`config.mk`:
```
export PLATFORM = sky130hd
export DESIGN_NAME = shift_sequencer
export DESIGN_NICKNAME = d
export VERILOG_FILES = /design/src/rtl/shift_sequencer.sv
export SDC_FILE = /design/constraint.sdc
export NUM_CORES = 1
export LEC_CHECK = 0
export BUFFER_PORTS_ARGS = -buffer_cell sky130_fd_sc_hd__buf_2
export CAP_MARGIN = 20
export CORE_ASPECT_RATIO = 0.8
export CORE_UTILIZATION = 48
export CTS_CLUSTER_DIAMETER = 40
export DETAILED_ROUTE_END_ITERATION = 10
export PLACE_DENSITY = 0.79
export SLEW_MARGIN = 10
export SYNTH_ARGS = -nofsm -noshare
export SYNTH_HDL_FRONTEND = slang
export SYNTH_SLANG_ARGS = --single-unit
```
`constraint.sdc`:
```
create_clock -name clk -period 1.8 [get_ports clk]
set_clock_uncertainty 0.05 [all_clocks]
set_input_delay 0.36 -clock clk [delete_from_list [all_inputs] [get_ports clk]]
set_output_delay 0.36 -clock clk [all_outputs]
set_load 0.02 [all_outputs]
```
`src/rtl/shift_sequencer.sv`:
```
// shift_sequencer: command-driven load/shift/capture controller for an external universal shift register.
module shift_sequencer #(
    parameter int WIDTH = 8,
    parameter int CNT_W = 4
) (
    input  logic             clk,
    input  logic             reset,
    input  logic             cmd_valid,
    output logic             cmd_ready,
    input  logic             cmd_dir,
    input  logic [CNT_W-1:0] cmd_count,
    input  logic [WIDTH-1:0] cmd_data,
    output logic             sr_load,
    output logic             sr_shift_left,
    output logic             sr_shift_right,
    output logic [WIDTH-1:0] sr_parallel_in,
    input  logic [WIDTH-1:0] sr_q,
    output logic             rsp_valid,
    input  logic             rsp_ready,
    output logic [WIDTH-1:0] rsp_data,
    output logic             busy
);
    typedef enum logic [2:0] {IDLE, LOAD, SHIFT, CAPTURE, RESP} state_t;

    state_t           state, state_next;
    logic [CNT_W-1:0] remaining;
    logic             dir;

    assign cmd_ready = state == IDLE;
    assign busy      = state != IDLE;

    always_comb begin
        state_next = state;
        case (state)
            IDLE:    state_next = cmd_valid ? LOAD : IDLE;
            LOAD:    state_next = (remaining == '0) ? CAPTURE : SHIFT;
            SHIFT:   state_next = (remaining == CNT_W'(1)) ? CAPTURE : SHIFT;
            CAPTURE: state_next = RESP;
            RESP:    state_next = rsp_ready ? IDLE : RESP;
            default: state_next = IDLE;
        endcase
    end

    // Controls are registered from the next state so they line up with the state they belong to.
    always_ff @(posedge clk or posedge reset) begin
        if (reset) begin
            state          <= IDLE;
            remaining      <= '0;
            dir            <= 1'b0;
            sr_load        <= 1'b0;
            sr_shift_left  <= 1'b0;
            sr_shift_right <= 1'b0;
            sr_parallel_in <= '0;
            rsp_valid      <= 1'b0;
            rsp_data       <= '0;
        end else begin
            state          <= state_next;
            sr_load        <= state_next == LOAD;
            sr_shift_left  <= state_next == SHIFT && !dir;
            sr_shift_right <= state_next == SHIFT && dir;
            rsp_valid      <= state_next == RESP;
            if (state == IDLE && cmd_valid) begin
                dir            <= cmd_dir;
                remaining      <= cmd_count;
                sr_parallel_in <= cmd_data;
            end
            if (state == SHIFT) remaining <= remaining - CNT_W'(1);
            if (state == CAPTURE) rsp_data <= sr_q;
        end
    end
endmodule

```
==> impl_metrics.json <==
{
  "status": "finished, final reports clean",
  "overflow": 0,
  "drtAntennaViolNets": 0,
  "cp-start-kind": "flop",
  "ys_types": 30,
  "crit_arrival_ns": 1.27,
  "synth_seq_cells": 28,
  "synth_area_leader_cell": "dfrtp_1",
  "syn_area_mm2": 0.00129,
  "wl_per_cell_um": 13.4,
  "drc": 0,
  "clock_latency_ns": 0.33,
  "grt_pass1_vias": 850,
  "cts.sinks": 28,
  "area_growth_pct": 27.9,
  "die_h_um": 48.4,
  "fillCellCount": 186,
  "dp_hpwl_mm": 1.75,
  "antenna_found_initial": 0,
  "die_x_um": 60.0,
  "vias": 870,
  "reg2reg_depth": 5,
  "dp_slack_ns": 0.307,
  "yosysMostFrequentCell": "dfrtp_1",
  "critical_path_class": "flop to output port",
  "io_buffer_count": 46,
  "synth_fp_nets": 116,
  "grt_max_degree": 29,
  "yosysTopAreaCellShare_pct": 54.2,
  "fin_crit_sh_pct": 93.4,
  "cts.path.max_buffers": 2,
  "path_max_fanout": 7,
  "design.core.area_mm2": 0.00250,
  "finalWirelength_mm": 2.36,
  "io_pins": 47,
  "initial_core_util_pct": 51.7,
  "period_needed_ns": 1.68,
  "viasPerCell": 4.94,
  "drv_slew": 0,
  "htree_levels": 1,
  "cts-root-buf": "clkbuf_4",
  "cts_buffers": 3,
  "final.setup.tns_ns": 0,
  "synth_flop_cell": "dfrtp_1",
  "power_density_mw_per_mm2": 1980,
  "worstMarginPinSlew_ns": 0.340,
  "place_congestion": 0.782,
  "irDropWorstVdd_mv": 0.912,
  "diodes": 0,
  "tritoncts": "done",
  "dieArea_mm2": 0.00291,
  "grt_pass1_wl_mm": 3.75,
  "track_usage_pct": 17.2,
  "rsz0062_at_grt": "no",
  "critPathCaptureType": "output port",
  "setup_slack_ns": 0.119,
  "critPathRequiredTime_ns": 1.39,
  "hold_violations": 0,
  "p_leak_nw": 0.873,
  "ys_warn_count": 0,
  "drt_iter0_drc": 21,
  "rows": 16,
  "synthArstFlopShare_pct": 100,
  "synth_commonest_cells": "dfrtp_1 (28), mux2_4 (17), inv_1 (6)",
  "dr.pass1.iters": 5,
  "yosys-top-cells-area": "dfrtp_1 (54%), mux2_4 (20%), ha_1 (2.9%)",
  "drv_cap": 0,
  "syn_area_per_cell_um2": 14.7,
  "min_path_type": "input port to asynchronous set/reset pin",
  "setup_violations": 0,
  "drive_gt1_share_pct": 60.0,
  "synth_cells": 88,
  "cts.reportedPaths.clkPinSlew_ns": 0.15,
  "synth_edf_count": 0,
  "layout.nets": 169,
  "slew_headroom_pct": 77.2,
  "ys_seq_area_share_pct": 54.2,
  "fmax_ghz": 0.595
}
[power breakdown]
group	internal (W)	switching [W]
Clock	0.000225	0.000177
Combinational	0.000861	0.000856
Sequential	0.000939	0.000223
Total	0.00202	0.00126
[layout make-up]
type,instances,area (um^2),share of cell area [%]
Tap cell,36,45.0,2.72
Sequential cell,28,703,42.5
Inverter,6,22.5,1.36
Clock buffer,3,22.5,1.36
Timing Repair Buffer,50,273,16.5
Clock inverter,1,30.0,1.81
Multi-Input combinational cell,52,559,33.8
[cell families after synthesis]
| kind of cell | count (synthesis) | synth area share, % |
|---|---|---|
| DFF | 28 | 54.2 |
| and+or+nand+nor | 19 | 12.1 |
| muxes | 17 | 19.7 |
| AOI/OAI and AO/OA | 12 | 6.96 |
| buffers and inverters | 8 | 3.48 |
| adders and majority gates | 3 | 2.90 |
| xor gates and xnor gates | 1 | 0.677 |
[sequential cells by signal (all words and copies together) (netlist names)]
register / count
rsp_data: 8
sr_load: 1
rsp_valid: 1
sr_shift_right: 1
state: 3
sr_shift_left: 1
remaining: 4
dir: 1
sr_parallel_in: 8
[stage by stage]
stage / util (%) / area, um^2 / std cells / hold WS [ns] / power (W)
floorplan: - / 1300 / 88 / 0.375 / 0.00239
global placement: 63.4 / 1590 / 171 / 0.379 / 0.00281
detailed placement: 63.4 / 1590 / 171 / 0.397 / 0.00285
CTS: 65.9 / 1650 / 176 / 0.0105 / 0.00329
global route: 66.1 / 1660 / 176 / 0.0321 / 0.00349
finish: 66.1 / 1660 / 176 / 0.00603 / 0.00328
[final timing paths]
kind	start	end	slack (ns)
worst max-delay path	state[2]	busy	0.12
worst max register to register	state[1]	remaining[2]	0.22
max in group asynchronous	reset	state[1]	1.40
min in group clk	sr_q[1]	rsp_data[1]	0.20
worst min-delay path	reset	rsp_data[6]	0.006
worst min register to register	dir	sr_shift_left	0.45
[layout by cell type (no fill, tap or decap), types with 2 or more instances in the layout]
master and n:
buf_4 3, nand2_1 2, clkbuf_4 3, dfrtp_1 26, nor3_1 2, buf_2 46, inv_1 5, o21ai_0 3
dfrtp_2 2, mux2_4 17, ha_1 3, nor2_1 3
[worst max-delay path: stages, from the launching register on]
cell and delay [ns]:
dfrtp_2 0.52, nor3_4 0.22, inv_2 0.06, buf_2 0.15
[what timing repair did]
item                       CTS  global route
hold buffers                 0             0
pin swaps                    0             1
setup endpoints to repair    2             1
setup buffers                1             0
resized for setup            1             3
[layer usage]
metal / wire length, um / vias up / GRT usage [%]
met5: 0 / - / 0
met4: 22 / 0 / 5.04
met3: 99 / 2 / 5.35
met2: 1160 / 26 / 27.6
met1: 1080 / 425 / 22.2
li1: - / 417 / -
Power figures use the tool's default switching activity.
